File: src/rtl/bt_host_port.sv
// Host endpoint for the Bluetooth UART peripheral: a TX FIFO feeds the peripheral's
// enable/busy handshake, and an RX FIFO collects bytes announced by its avail level.
module bt_host_port #(
  parameter int DEPTH_LOG2  = 4,
  parameter int ACK_TIMEOUT = 65535,
  parameter int GAP_CYCLES  = 4
) (
  input  logic                  clk_in,
  input  logic                  reset,
  input  logic                  wr_en,
  input  logic [7:0]            wr_data,
  output logic                  tx_full,
  output logic [DEPTH_LOG2:0]   tx_count,
  output logic                  tx_err,
  input  logic                  rd_en,
  output logic [7:0]            rd_data,
  output logic                  rx_empty,
  output logic                  rx_overrun,
  input  logic                  err_clr,
  output logic [7:0]            bt_din,
  output logic                  bt_enable,
  input  logic                  bt_busy,
  input  logic                  bt_done,
  input  logic                  bt_avail,
  input  logic [7:0]            bt_dout
);

  localparam int DEPTH = 1 << DEPTH_LOG2;
  localparam int TMAX  = (ACK_TIMEOUT > GAP_CYCLES) ? ACK_TIMEOUT : GAP_CYCLES;
  localparam int TW    = $clog2(TMAX + 1);
  localparam logic [DEPTH_LOG2:0] FULL_LEVEL = {1'b1, {DEPTH_LOG2{1'b0}}};
  localparam logic [TW-1:0] ACK_LAST = TW'(ACK_TIMEOUT - 1);
  localparam logic [TW-1:0] GAP_LAST = TW'(GAP_CYCLES - 1);

  typedef enum logic [1:0] {T_IDLE, T_REQ, T_BUSY, T_GAP} tx_state_t;

  // Two-flop synchronisers for the link inputs, bit order {avail, done, busy}.
  logic [2:0] link_meta, link_sync;
  logic       avail_r;
  logic       busy_s, done_s, avail_s;

  always_ff @(posedge clk_in) begin
    if (reset) begin
      link_meta <= '0;
      link_sync <= '0;
      avail_r   <= 1'b0;
    end else begin
      link_meta <= {bt_avail, bt_done, bt_busy};
      link_sync <= link_meta;
      avail_r   <= link_sync[2];
    end
  end

  assign busy_s  = link_sync[0];
  assign done_s  = link_sync[1];
  assign avail_s = link_sync[2];

  // done is synchronised for observability only; nothing sequences on it.
  logic unused_done;
  assign unused_done = done_s;

  // ---------------- RX path ----------------
  logic [7:0]            rx_mem [DEPTH];
  logic [DEPTH_LOG2-1:0] rx_wr_ptr, rx_rd_ptr;
  logic [DEPTH_LOG2:0]   rx_count;
  logic                  rx_capture, rx_pop, rx_push, rx_full, rx_drop;

  assign rx_full    = (rx_count == FULL_LEVEL);
  assign rx_empty   = (rx_count == '0);
  assign rx_capture = avail_s & ~avail_r;
  assign rx_pop     = rd_en & ~rx_empty;
  // A pop in the same cycle frees the slot, so a capture into a full FIFO still lands.
  assign rx_push    = rx_capture & (~rx_full | rx_pop);
  assign rx_drop    = rx_capture & rx_full & ~rx_pop;
  assign rd_data    = rx_empty ? 8'h00 : rx_mem[rx_rd_ptr];

  always_ff @(posedge clk_in) begin
    if (rx_push) rx_mem[rx_wr_ptr] <= bt_dout;
  end

  always_ff @(posedge clk_in) begin
    if (reset) begin
      rx_wr_ptr  <= '0;
      rx_rd_ptr  <= '0;
      rx_count   <= '0;
      rx_overrun <= 1'b0;
    end else begin
      if (rx_push) rx_wr_ptr <= rx_wr_ptr + 1'b1;
      if (rx_pop)  rx_rd_ptr <= rx_rd_ptr + 1'b1;
      case ({rx_push, rx_pop})
        2'b10:   rx_count <= rx_count + 1'b1;
        2'b01:   rx_count <= rx_count - 1'b1;
        default: rx_count <= rx_count;
      endcase
      if (rx_drop)      rx_overrun <= 1'b1;
      else if (err_clr) rx_overrun <= 1'b0;
    end
  end

  // ---------------- TX path ----------------
  logic [7:0]            tx_mem [DEPTH];
  logic [DEPTH_LOG2-1:0] tx_wr_ptr, tx_rd_ptr;
  logic                  tx_empty, tx_push, tx_pop, tx_timeout;
  tx_state_t             state_reg, state_next;
  logic [TW-1:0]         timer_reg, timer_next;

  assign tx_full  = (tx_count == FULL_LEVEL);
  assign tx_empty = (tx_count == '0);
  assign tx_push  = wr_en & (~tx_full | tx_pop);

  always_ff @(posedge clk_in) begin
    if (tx_push) tx_mem[tx_wr_ptr] <= wr_data;
  end

  always_comb begin
    state_next = state_reg;
    timer_next = timer_reg;
    tx_pop     = 1'b0;
    tx_timeout = 1'b0;
    case (state_reg)
      T_IDLE: begin
        if (!tx_empty && !busy_s) begin
          tx_pop     = 1'b1;
          timer_next = '0;
          state_next = T_REQ;
        end
      end
      T_REQ: begin
        if (busy_s) begin
          state_next = T_BUSY;
        end else if (timer_reg == ACK_LAST) begin
          tx_timeout = 1'b1;
          timer_next = '0;
          state_next = T_GAP;
        end else begin
          timer_next = timer_reg + 1'b1;
        end
      end
      T_BUSY: begin
        if (!busy_s) begin
          timer_next = '0;
          state_next = T_GAP;
        end
      end
      T_GAP: begin
        if (timer_reg == GAP_LAST) state_next = T_IDLE;
        else                       timer_next = timer_reg + 1'b1;
      end
      default: state_next = T_IDLE;
    endcase
  end

  always_ff @(posedge clk_in) begin
    if (reset) begin
      state_reg <= T_IDLE;
      timer_reg <= '0;
      tx_wr_ptr <= '0;
      tx_rd_ptr <= '0;
      tx_count  <= '0;
      tx_err    <= 1'b0;
      bt_din    <= 8'h00;
      bt_enable <= 1'b0;
    end else begin
      state_reg <= state_next;
      timer_reg <= timer_next;
      // Enable is registered from the next state so it drops on the edge that leaves T_REQ.
      bt_enable <= (state_next == T_REQ);
      if (tx_pop) bt_din <= tx_mem[tx_rd_ptr];
      if (tx_push) tx_wr_ptr <= tx_wr_ptr + 1'b1;
      if (tx_pop)  tx_rd_ptr <= tx_rd_ptr + 1'b1;
      case ({tx_push, tx_pop})
        2'b10:   tx_count <= tx_count + 1'b1;
        2'b01:   tx_count <= tx_count - 1'b1;
        default: tx_count <= tx_count;
      endcase
      if (tx_timeout)   tx_err <= 1'b1;
      else if (err_clr) tx_err <= 1'b0;
    end
  end

endmodule

File: config.mk
export PLATFORM = sky130hd
export DESIGN_NAME = bt_host_port
export DESIGN_NICKNAME = d
export VERILOG_FILES = /design/src/rtl/bt_host_port.sv
export SDC_FILE = /design/constraint.sdc
export NUM_CORES = 1
export LEC_CHECK = 0
export CAP_MARGIN = 30
export CORE_UTILIZATION = 45
export CTS_CLUSTER_DIAMETER = 200
export DETAILED_ROUTE_END_ITERATION = 16
export DONT_BUFFER_PORTS = 1
export SYNTH_ARGS = -nofsm -noshare
export SYNTH_HDL_FRONTEND = slang
export SYNTH_SLANG_ARGS = --single-unit
export TNS_END_PERCENT = 100
File: constraint.sdc
create_clock -name clk_in -period 2.9 [get_ports clk_in]
set_clock_uncertainty 0.1 [all_clocks]
set_input_delay 0.145 -clock clk_in [delete_from_list [all_inputs] [get_ports clk_in]]
set_output_delay 0.145 -clock clk_in [all_outputs]
set_load 0.05 [all_outputs]
# Word level (Yosys, flattened, before mapping)
# Memory sizes are Yosys's and may differ from the RTL's. A register that Yosys moved wholly into a read port is not among the register bits.
# Cells that the tools add are included.
# totals
elab_cells,94
inputBits,24
out_inout_bits,26
ram_bits,256
mem_count,2
reg_bits,54
# memory_table
name,depth,word_bits,read_ports,rd_ports_with_merged_regs,write_ports,line,rtl
rx_mem,16,8,1,1,1,63,logic [7:0] rx_mem [DEPTH];
tx_mem,16,8,1,1,1,101,logic [7:0] tx_mem [DEPTH];
# classes
eq_ne,16
n_reduce_logical,11
n_bitwise,13
muxes,29
addsub,9
# op_table
operator,n
16-bit 2-to-1 mux,5
16-bit case mux with 4 select lines,1
5-bit case mux with 2 select lines,2
16-bit by 1-bit adder with 16-bit output (second input constant),1
4-bit by 1-bit adder with 4-bit output (second input constant),4
16-bit equality test (second input constant),1
16-bit by 2-bit equality test with 1-bit output (second input constant),1
1-bit 2-to-1 mux,12
5-bit by 1-bit adder with 5-bit output (second input constant),2
5-bit equality test (second input constant),2
5-bit logical NOT,2
2-bit 2-to-1 mux,5
5-bit by 1-bit subtractor with 5-bit output (second input constant),2
2-bit by 1-bit equality test with 1-bit output (second input constant),4
2-bit equality test (second input constant),4
4-bit 2-to-1 mux,2
8-bit 2-to-1 mux,1
2-bit != test (second input constant),4
2-bit case mux with 4 select lines,1
2-bit nonzero test,4
1-bit bitwise AND,6
1-bit inverter,5
4-bit AND reduction,1
1-bit logical NOT,2
3 further kinds,4

# Logic depth before layout (Yosys ltp)
# Gate-level depths: netlist of run 1.
# depth
word_depth,9
depth_mapped,10
depth_no_buf,9

# Worst setup path before layout of run 1
# No wires, ideal clock.
# synth_timing
path_type,reg2reg
from,register tx_count[1]
to,register tx_count[4]
t_required_ns,2.725
synth_period_minus_slack_ns,2.732
n_path_buf,0
setup_slack_ns,0.168
stages_incl_launch_ff,9
setup_ns,0.075
arrival_ns,2.557
cell_sequence,dfxtp_1 -> nor4_4 -> a211oi_2 -> ha_1 -> nor2b_1 -> o21a_1 -> or4_1 -> a21o_1 -> a31oi_1
# synth_via
elab_chain_len,9
elab_cells_between_ends,15
# synth_rtl
element,line,rtl
start: declaration,13,"output logic [DEPTH_LOG2:0] tx_count,"
start signal: assignment,172,2'b10: tx_count <= tx_count + 1'b1;
start signal: assignment,173,2'b01: tx_count <= tx_count - 1'b1;
start signal: assignment,174,default: tx_count <= tx_count;
5-bit logical NOT,108,assign tx_empty = (tx_count == '0);
1-bit logical NOT,122,if (!tx_empty && !busy_s) begin
1-bit logical AND,122,
1-bit 2-to-1 mux,122,
1-bit 2-to-1 mux,120,case (state_reg)
1-bit OR,109,assign tx_push = wr_en & (~tx_full | tx_pop);
1-bit bitwise AND,109,
2-bit by 1-bit equality test with 1-bit output or 2-bit equality test (tied branches),171,"case ({tx_push, tx_pop})"
5-bit case mux with 2 select lines or 2-bit nonzero test (tied branches),n/a,
# Parallel ways exist; a longest one is shown, timed or not.
# A chain may end at the register's enable or synchronous reset.

==> results.ini, run 1 <==
[floorplan]
die-area_mm2=0.0292
start_util_pct=46.0
die_h_um=171
core-area_mm2=0.0279
fp.dieW_um=171
io_pins=50
rows=61

[timing]
setup_viol=0
finalSetupTns_ns=0
tightestPinTransition_ns=0.903
rsz0062_at_grt=no
max_freq_mhz=359
finalHoldViolCount=0
finalCritPeriodShare_pct=96.0
period_minus_slack_ns=2.78
maxSlewHeadroom_pct=39.6
slew_violations=0
setup_slack_ns=0.115

[setup_path]
endpoint=rd_data[4]
worstSetupEndpointType=primary output
crit_cells=5
crit_top_cell=mux4_2
cp_top_family=multiplexers
cp.arrival_ns=2.54
critPathBufInv=2
rr_endpoint=rx_count[1]$_SDFFE_PP0P_
ff2ff_setup_slack_ns=0.29
slowest_delay_ns=0.55
cp_slowest_cell=mux4_2
critPathKind=reg2out
crit_path_max_fanout=16
cp-start-kind=flip-flop
timing.rr.start=rx_count[0]$_SDFFE_PP0P_
crit_chain=buf_12, mux4_2, mux4_2, nor2b_1, buf_4
worstPathRequired_ns=2.65
worstRegToRegCells=6

[clock_tree]
cts-root-buf=clkbuf_16
cts_sinks=320
path_clk_slew_ns=0.06
insertion_delay_ns=0.50
htree_num_levels=2
cts_inserted_buffers=35
cts_tree=done
clock_path_buffers=3

[drt]
dr.pass1.iters=5
postRouteAntennaNets=0
wl_um=25600
vias=6869
wl_per_cell_um=20.5
first_iter_violations=583
viasPerCell=5.52
drc=0

[grt]
grt_max_degree=45
grt_use_total_pct=17.9
gr-total-overflow=0
antenna_found_initial=3
grt_pass1_vias=7018
grt_pass1_wl_um=39300

[power]
power_leakage_nw=4.87
total_power_w=0.0132
p_per_area_mw_per_mm2=880
peakVddDrop_mv=0.588

[place]
dp.cells=1156
routabilityCongestion=0.834
portBuffers=0
dp_hpwl_um=16100
post-place-ws_ns=0.301

[yosys]
synth_cell_types=49
seq_area_frac_synth_pct=69.8
syn_area_per_cell_um2=16.7
ys_warn_count=0
synth_area_mm2=0.0128
synth_top_area_cell=edfxtp_1
synth_area_leaders=edfxtp_1 60%, mux4_2 13%, dfxtp_1 10%
async_flop_share_pct=0
ys_seq_elements=320
netlist_instances=768
synth_top_area_share_pct=59.9
ys.flop_type=edfxtp_1
syn_nets=812
synth_edf_count=256

[layout]
area_delta_synth_final_pct=16.5
drive_gt1_share_pct=20.8
nets=884
layoutNonFillerInstCount=1245

[status]
status=complete, no violations

[flow_run]
maxCapViolCount=0

[hold_path]
hold_path_class=in2reg

[worst min-delay path by stage]
stage | startpoint | end | slack (ns) | depth (start not counted)
floorplan | bt_dout[0] | rx_mem[0][0]$_DFFE_PP_ | 0.14 | 0
global placement | reset | rx_count[1]$_SDFFE_PP0P_ | 0.12 | 1
detailed placement | reset | rx_count[1]$_SDFFE_PP0P_ | 0.12 | 1
CTS | rd_en | rx_wr_ptr[0]$_SDFFE_PP0P_ | 0.11 | 3
global route | rd_en | rx_wr_ptr[1]$_SDFFE_PP0P_ | 0.14 | 3
finish | rd_en | rx_wr_ptr[0]$_SDFFE_PP0P_ | 0.12 | 3
[layout by cell type, fill, tap and decap left out, types with 3 or more instances in the layout]
cell type      count
xor2_1            11
or4_1              3
nor4_1             8
nand2_1           20
clkbuf_16         37
edfxtp_1         256
dlygate4sd3_1     23
nor2_1            78
bufinv_16          4
nand2b_1           5
nand4_1           11
nor2b_1           21
or3_1              4
and3_1             3
clkbuf_8           3
mux4_2            72
buf_12             3
a22oi_1           16
o211ai_1           3
o21ai_0            6
a21oi_1           30
clkinv_1           4
clkbuf_1          11
dfxtp_1           62
buf_4             43
inv_1             20
mux2i_1            5
a211oi_1           3
nor3_1            16
nand3_1           11
a21o_1             3
ha_1              18
clkinv_2           3
xnor2_1           19
[synth_stat cells, types with 3 or more instances]
master    instances
a211oi_1          3
a21o_1            3
a21oi_1          30
a22oi_1          16
and3_1            3
buf_1             4
buf_2             9
clkbuf_1         19
dfxtp_1          64
edfxtp_1        256
ha_1             18
inv_1            20
mux2i_1           5
mux4_2           72
nand2_1          20
nand2b_1          5
nand3_1          11
nand4_1          11
nor2_1           79
nor2b_1          21
nor3_1           16
nor4_1            8
o211ai_1          3
o21ai_0           6
or3_1             4
or4_1             3
xnor2_1          19
xor2_1           11
[report_power, final]
part           total, W  leakage, nW  internal, W  switching, W
clock           0.00444        0.564      0.00272       0.00171
sequential      0.00553         2.83      0.00517      0.000359
combinational   0.00321         1.47      0.00134       0.00186
[through the flow]
step                util (%)  area, µm²  hold slack (ns)
floorplan                  -      12800            0.144
global route            53.6      15000            0.135
global placement        48.4      13500            0.119
CTS                     53.5      14900            0.115
detailed placement      48.4      13500            0.121
finish                  53.6      15000            0.117
[layout make-up]
type	instances	area, µm²
Tap cell	378	473
Antenna cell	1	2.50
Inverter	20	75.1
Timing Repair Buffer	70	638
Sequential cell	320	8970
Clock buffer	50	983
Multi-Input combinational cell	393	3640
Fill cell	2236	13000
Clock inverter	13	175
[cell families after synthesis]
kind of cell / after synthesis / synth area share (%)
flops: 320 / 69.8
simple gates: 189 / 7.26
compound gates: 77 / 3.96
mux: 77 / 13.0
buf+inv: 55 / 1.82
xor+xnor: 30 / 2.05
fa+ha+maj: 20 / 2.07
[routing by layer]
| layer | wire length [µm] | vias to the layer above | global-route usage [%] | part of all wire, % |
|---|---|---|---|---|
| met5 | 25 | - | 0 | 0.098 |
| met4 | 331 | 4 | 4.35 | 1.3 |
| met3 | 1380 | 30 | 3.72 | 5.4 |
| met2 | 12600 | 170 | 29.3 | 49 |
| met1 | 11300 | 3530 | 24.4 | 44 |
| li1 | - | 3135 | - | - |
[worst min-delay path: stages]
cell	delay, ns
o31a_1	0.34
xnor2_1	0.11
nor2_1	0.08
[what timing repair did]
item                       4_1_cts  5_1_grt
setup buffers                    0        0
gates resized for setup          0        0
setup endpoints to repair        0        1
hold endpoints to repair       311        0
hold buffers                    24        0
Note: power is estimated with default switching activity, not from simulation.
==> run 2: changes to the inputs <==
--- a/config.mk
+++ b/config.mk
@@ -10,6 +10,7 @@
 export CTS_CLUSTER_DIAMETER = 200
 export DETAILED_ROUTE_END_ITERATION = 16
 export DONT_BUFFER_PORTS = 1
+export MAX_ROUTING_LAYER = met4
 export SYNTH_ARGS = -nofsm -noshare
 export SYNTH_HDL_FRONTEND = slang
 export SYNTH_SLANG_ARGS = --single-unit
==> run 2 against run 1 <==
Effect of this change:
- combinational power is essentially flat
- largest cell class unchanged
- total power about the same
- via count is essentially flat
- fmax is 0.17% higher
- die area stayed put
- register-to-register slack barely moved
- critical path depth unchanged
- sequential share of layout area is essentially flat
- count of clock-buffer cells in the layout unchanged
==> results.ini, run 2 (synthesis gave the netlist of run 1 again) <==
[status]
status=complete, no violations

[setup_path]
cp-start-kind=flip-flop
critPathKind=reg2out
crit_path_max_fanout=16  ; unchanged
cp.arrival_ns=2.54  ; about the same
worstRegToRegCells=6  ; unchanged
rr_endpoint=rx_count[1]$_SDFFE_PP0P_
timing.rr.start=rx_count[0]$_SDFFE_PP0P_
worstPathRequired_ns=2.65  ; about the same
worstSetupEndpointType=primary output
endpoint=rd_data[4]
ff2ff_setup_slack_ns=0.29  ; about the same

[timing]
setup_viol=0  ; unchanged
finalHoldViolCount=0  ; unchanged
tightestPinTransition_ns=0.911  ; +0.00799 ns
maxSlewHeadroom_pct=39.1  ; -0.53 points
slew_violations=0  ; unchanged
period_minus_slack_ns=2.78  ; -0.00484 ns
finalSetupTns_ns=0  ; unchanged
finalCritPeriodShare_pct=95.9  ; -0.17 points
rsz0062_at_grt=no
max_freq_mhz=360  ; +0.17%

[place]
portBuffers=0  ; unchanged
routabilityCongestion=0.849  ; +1.8%
dp_hpwl_um=16100  ; unchanged

[floorplan]
io_pins=50  ; unchanged
die_h_um=171  ; unchanged
core-area_mm2=0.0279  ; unchanged
die-area_mm2=0.0292  ; unchanged
fp.dieW_um=171  ; unchanged
rows=61  ; unchanged
start_util_pct=46.0  ; unchanged

[grt]
grt_pass1_wl_um=39300  ; unchanged
gr-total-overflow=0  ; unchanged
antenna_found_initial=3  ; unchanged
grt_use_total_pct=18.4  ; +0.54 points
grt_max_degree=45  ; unchanged
grt_pass1_vias=7004  ; -0.20%

[layout]
fillers=2234  ; -0.089%
nets=884  ; unchanged
final_common_cell=edfxtp_1
area_delta_synth_final_pct=16.5  ; about the same
drive_gt1_share_pct=20.8  ; unchanged
utilization_pct=53.6  ; about the same
mostFrequentLayoutCells=256 x edfxtp_1, 78 x nor2_1, 72 x mux4_2, 62 x dfxtp_1, 43 x buf_4

[clock_tree]
path_clk_slew_ns=0.06  ; about the same
cts_sinks=320  ; unchanged
cts_inserted_buffers=35  ; unchanged
htree_num_levels=2  ; unchanged
insertion_delay_ns=0.51  ; about the same
cts_tree=done
clock_path_buffers=3  ; unchanged
cts-root-buf=clkbuf_16

[drt]
dr.pass1.iters=5  ; unchanged
wl_um=25600  ; about the same
drc=0  ; unchanged
postRouteAntennaNets=0  ; unchanged
wl_per_cell_um=20.5  ; about the same
viasPerCell=5.50  ; -0.23%
first_iter_violations=560  ; -3.9%
vias=6864  ; -0.073%

[flow_run]
maxCapViolCount=0  ; unchanged

[power]
peakVddDrop_mv=0.588  ; about the same
p_per_area_mw_per_mm2=880  ; about the same
power_leakage_nw=4.87  ; about the same

[hold_path]
hold_path_class=in2reg

[run 2: power by group]
part	internal (W)	switching, W
clock	0.00272	0.00172
sequential	0.00517	0.000359
combinational	0.00134	0.00186
total	0.00923	0.00394
[run 2: worst min path at each step]
| stage | cells past startpoint | slack (ns) | from | endpoint |
|---|---|---|---|---|
| 3_5_place_dp | 1 | 0.12 | reset | rx_count[1]$_SDFFE_PP0P_ |
| 5_1_grt | 3 | 0.14 | rd_en | rx_wr_ptr[1]$_SDFFE_PP0P_ |
| 2_1_floorplan | 0 | 0.14 | bt_dout[0] | rx_mem[0][0]$_DFFE_PP_ |
| 6_report | 3 | 0.11 | rd_en | rx_wr_ptr[0]$_SDFFE_PP0P_ |
| 4_1_cts | 3 | 0.11 | rd_en | rx_wr_ptr[0]$_SDFFE_PP0P_ |
| 3_3_place_gp | 1 | 0.12 | reset | rx_count[1]$_SDFFE_PP0P_ |
[run 2: repair_timing]
item,CTS,global route
setup buffers,0,0
gates resized for setup,0,0
endpoints found under the setup margin,0,1
endpoints found under the hold margin,311,0
hold buffers,24,0
[run 2: area by class of cell]
type | count | area, µm² | share of cell area, %
repair buffers | 70 | 638 | 4.26
diodes | 3 | 7.51 | 0.0502
multi-input cells | 393 | 3640 | 24.3
well taps | 378 | 473 | 3.16
clock buffers | 50 | 983 | 6.57
flip-flops and latches | 320 | 8970 | 59.9
inverters | 20 | 75.1 | 0.502
clock inverters | 13 | 175 | 1.17
[run 2: worst max-delay path, cell delays in order (launching register included)]
cell	delay, ns
dfxtp_2	0.40
buf_12	0.21
mux4_2	0.55
mux4_2	0.49
nor2b_1	0.16
buf_4	0.21
[run 2: metal layers]
layer / up-vias / GRT usage (%) / routed length, µm / part of all wire [%]
li1: 3141 / - / - / -
met3: 31 / 3.68 / 1430 / 5.6
met4: 0 / 4.35 / 361 / 1.4
met5: - / - / 0 / 0
met2: 171 / 29.3 / 12600 / 49
met1: 3521 / 24.4 / 11200 / 44
[run 2: through the flow]
| stage | cell area [µm²] | std cells | worst slack [ns] | hold WS (ns) | power (W) |
|---|---|---|---|---|---|
| finish | 15000 | 1247 | 0.120 | 0.110 | 0.0132 |
| global route | 15000 | 1247 | 0.0374 | 0.135 | 0.0137 |
| CTS | 14900 | 1243 | 0.0537 | 0.115 | 0.0133 |
| detailed placement | 13500 | 1156 | 0.301 | 0.121 | 0.00873 |
| global placement | 13500 | 1156 | 0.372 | 0.119 | 0.00865 |
| floorplan | 12800 | 768 | 0.168 | 0.144 | 0.00795 |
==> run 3: changes to the inputs <==
==> constraint.sdc (replaced) <==
create_clock -name clk_in -period 2.9 [get_ports clk_in]
set_clock_uncertainty 0.1 [all_clocks]
set_input_delay 0.145 -clock clk_in [delete_from_list [all_inputs] [get_ports clk_in]]
set_output_delay 0.145 -clock clk_in [all_outputs]
set_load 0.01 [all_outputs]
==> run 3 against run 2 <==
Effect of this change:
- setup slack improved by 0.082 ns
- critical path depth fell by 1
- count of clock-buffer cells in the layout fell by 4
- worst hold slack improved by 0.011 ns
- combinational power fell by 19%
- die area did not move
- final cell count fell by 0.56%
- first-iteration DRC count fell by 16%
- global-route usage barely moved
- largest power group unchanged
==> results.ini, run 3 (synthesis gave the netlist of run 1 again) <==
[status]
status=complete, no violations

[drt]
postRouteAntennaNets=0  ; unchanged
drc=0  ; unchanged
dr.pass1.iters=4  ; -1
wl_per_cell_um=20.1  ; -1.8%
first_iter_violations=469  ; -16%
viasPerCell=5.49  ; -0.33%
vias=6803  ; -0.89%
wl_um=25000  ; -2.3%

[layout]
drive_gt1_share_pct=20.3  ; -0.48 points
nets=883  ; -0.11%
design_area_mm2=0.0148  ; -0.97%
area_delta_synth_final_pct=15.4
fillers=2265  ; +1.4%
final_common_cell=edfxtp_1
mostFrequentLayoutCells=256 x edfxtp_1, 79 x nor2_1, 72 x mux4_2, 62 x dfxtp_1, 45 x buf_4
n_antenna_cell=0  ; -3

[timing]
finalHoldViolCount=0  ; unchanged
rsz0062_at_grt=no
whs_ns=0.121  ; +0.0110 ns
finalSetupTns_ns=0  ; unchanged
tightestPinTransition_ns=0.761  ; -0.150 ns
setup_viol=0  ; unchanged
setup_slack_ns=0.202  ; +0.0825 ns
max_freq_mhz=371  ; +3.1%
slew_violations=0  ; unchanged
maxSlewHeadroom_pct=49.2  ; +10 points
finalCritPeriodShare_pct=93.0  ; -2.8 points
period_minus_slack_ns=2.70  ; -0.0825 ns

[clock_tree]
htree_num_levels=2  ; unchanged
insertion_delay_ns=0.51  ; about the same
cts-root-buf=clkbuf_16
post_cts_buffers=0  ; unchanged
cts_sinks=320  ; unchanged
cts_inserted_buffers=34  ; -2.9%
cts_tree=done
clock_path_buffers=3  ; unchanged
path_clk_slew_ns=0.06  ; about the same

[setup_path]
crit_chain=buf_12, mux4_2, mux4_2, nor2b_1
cp_top_family=multiplexers
crit_path_max_fanout=17  ; +1
worstPathRequired_ns=2.65  ; about the same
critPathBufInv=1  ; -1
critPathKind=reg2out
crit_top_cell=mux4_2
slowest_delay_ns=0.54  ; about the same
cp.arrival_ns=2.45  ; -0.09 ns
worstSetupEndpointType=primary output
cp_slowest_cell=mux4_2
cp-start-kind=flip-flop

[power]
power_frac_clock_pct=33.6  ; about the same
pwr-share-seq_pct=44.9  ; +2.9 points
power_leakage_nw=4.81  ; -1.2%
switching_share_pct=27.4  ; -2.5 points
p_int_w=0.00873  ; -5.4%
p_sw_w=0.00329  ; -16%
p_per_area_mw_per_mm2=811  ; -7.8%
p_comb_share_pct=21.5  ; -2.8 points
peakVddDrop_mv=0.504  ; -14%

[floorplan]
start_util_pct=46.0  ; unchanged
die-area_mm2=0.0292  ; unchanged
core-area_mm2=0.0279  ; unchanged
io_pins=50  ; unchanged
die_h_um=171  ; unchanged
fp.dieW_um=171  ; unchanged
rows=61  ; unchanged

[place]
post-place-ws_ns=0.305  ; +0.00368 ns
portBuffers=0  ; unchanged
dp_hpwl_um=16200  ; +0.64%
routabilityCongestion=0.849  ; about the same
dpl-instance-area_mm2=0.0135  ; about the same

[grt]
gr-total-overflow=0  ; unchanged
grt_pass1_vias=7074  ; +1.0%
antenna_found_initial=0  ; -3
grt_max_degree=45  ; unchanged
grt_pass1_wl_um=39200  ; -0.23%
grt_use_total_pct=18.4  ; -0.021 points

[flow_run]
maxCapViolCount=0  ; unchanged

[hold_path]
hold_path_class=in2reg

-- run 3: cell types whose count changed in the layout (fill, tap and decap cells not counted), sizes merged --
cell	delta
diode	-3
clkinv	+4
bufinv	-3
inv	-1
clkbuf	-5
buf	+1
-- run 3: metal layers --
layer,part of all wire (%),GRT usage [%]
met1,44,24.3
met2,49,29.2
met3,5.0,3.03
met4,2.1,5.78
met5,0,-
-- run 3: worst paths after layout --
check	start	end	cells past startpoint	slack [ns]
setup reg to reg	link_sync[0]$_SDFF_PP0_	tx_count[4]$_SDFFE_PP0P_	8	0.27
hold reg to reg	link_meta[2]$_SDFF_PP0_	link_sync[2]$_SDFF_PP0_	1	0.35
setup / recovery	flip-flop	rd_data[3]	4	0.20
hold / removal	rd_en	rx_wr_ptr[0]$_SDFFE_PP0P_	3	0.12
-- run 3: area by class of cell --
| class | count | area [µm²] | area share [%] |
|---|---|---|---|
| inverter | 20 | 75.1 | 0.507 |
| tap | 378 | 473 | 3.19 |
| multi-input combinational | 393 | 3640 | 24.6 |
| timing repair buffer | 70 | 608 | 4.10 |
| sequential | 320 | 8970 | 60.5 |
| clock inverter | 13 | 104 | 0.701 |
| clock buffer | 46 | 947 | 6.39 |
-- run 3: worst min-delay path, stage by stage --
cell     delay (ns)
o31a_1         0.34
xnor2_1        0.11
nor2_1         0.07
-- run 3: stage by stage --
stage / utilization (%) / instances / power, W
after floorplan: - / 768 / 0.00737
after global placement: 48.4 / 1157 / 0.00791
after detailed placement: 48.4 / 1157 / 0.00800
after CTS: 53.1 / 1240 / 0.0122
after global routing: 53.1 / 1240 / 0.0126
final: 53.1 / 1240 / 0.0120
-- run 3: power by group through the flow --
stage,logic [W],registers [W],clock network [W]
6_report,0.00259,0.00539,0.00404
5_1_grt,0.00284,0.00542,0.00434
4_1_cts,0.00262,0.00540,0.00415
3_5_place_dp,0.00251,0.00549,0
3_3_place_gp,0.00244,0.00547,0
2_1_floorplan,0.00195,0.00543,0
-- run 3: timing repair --
item / 4_1_cts / 5_1_grt
gates resized for setup: 0 / 1
hold buffers: 24 / 0
setup endpoints to repair: 0 / 7
hold endpoints to repair: 320 / 0
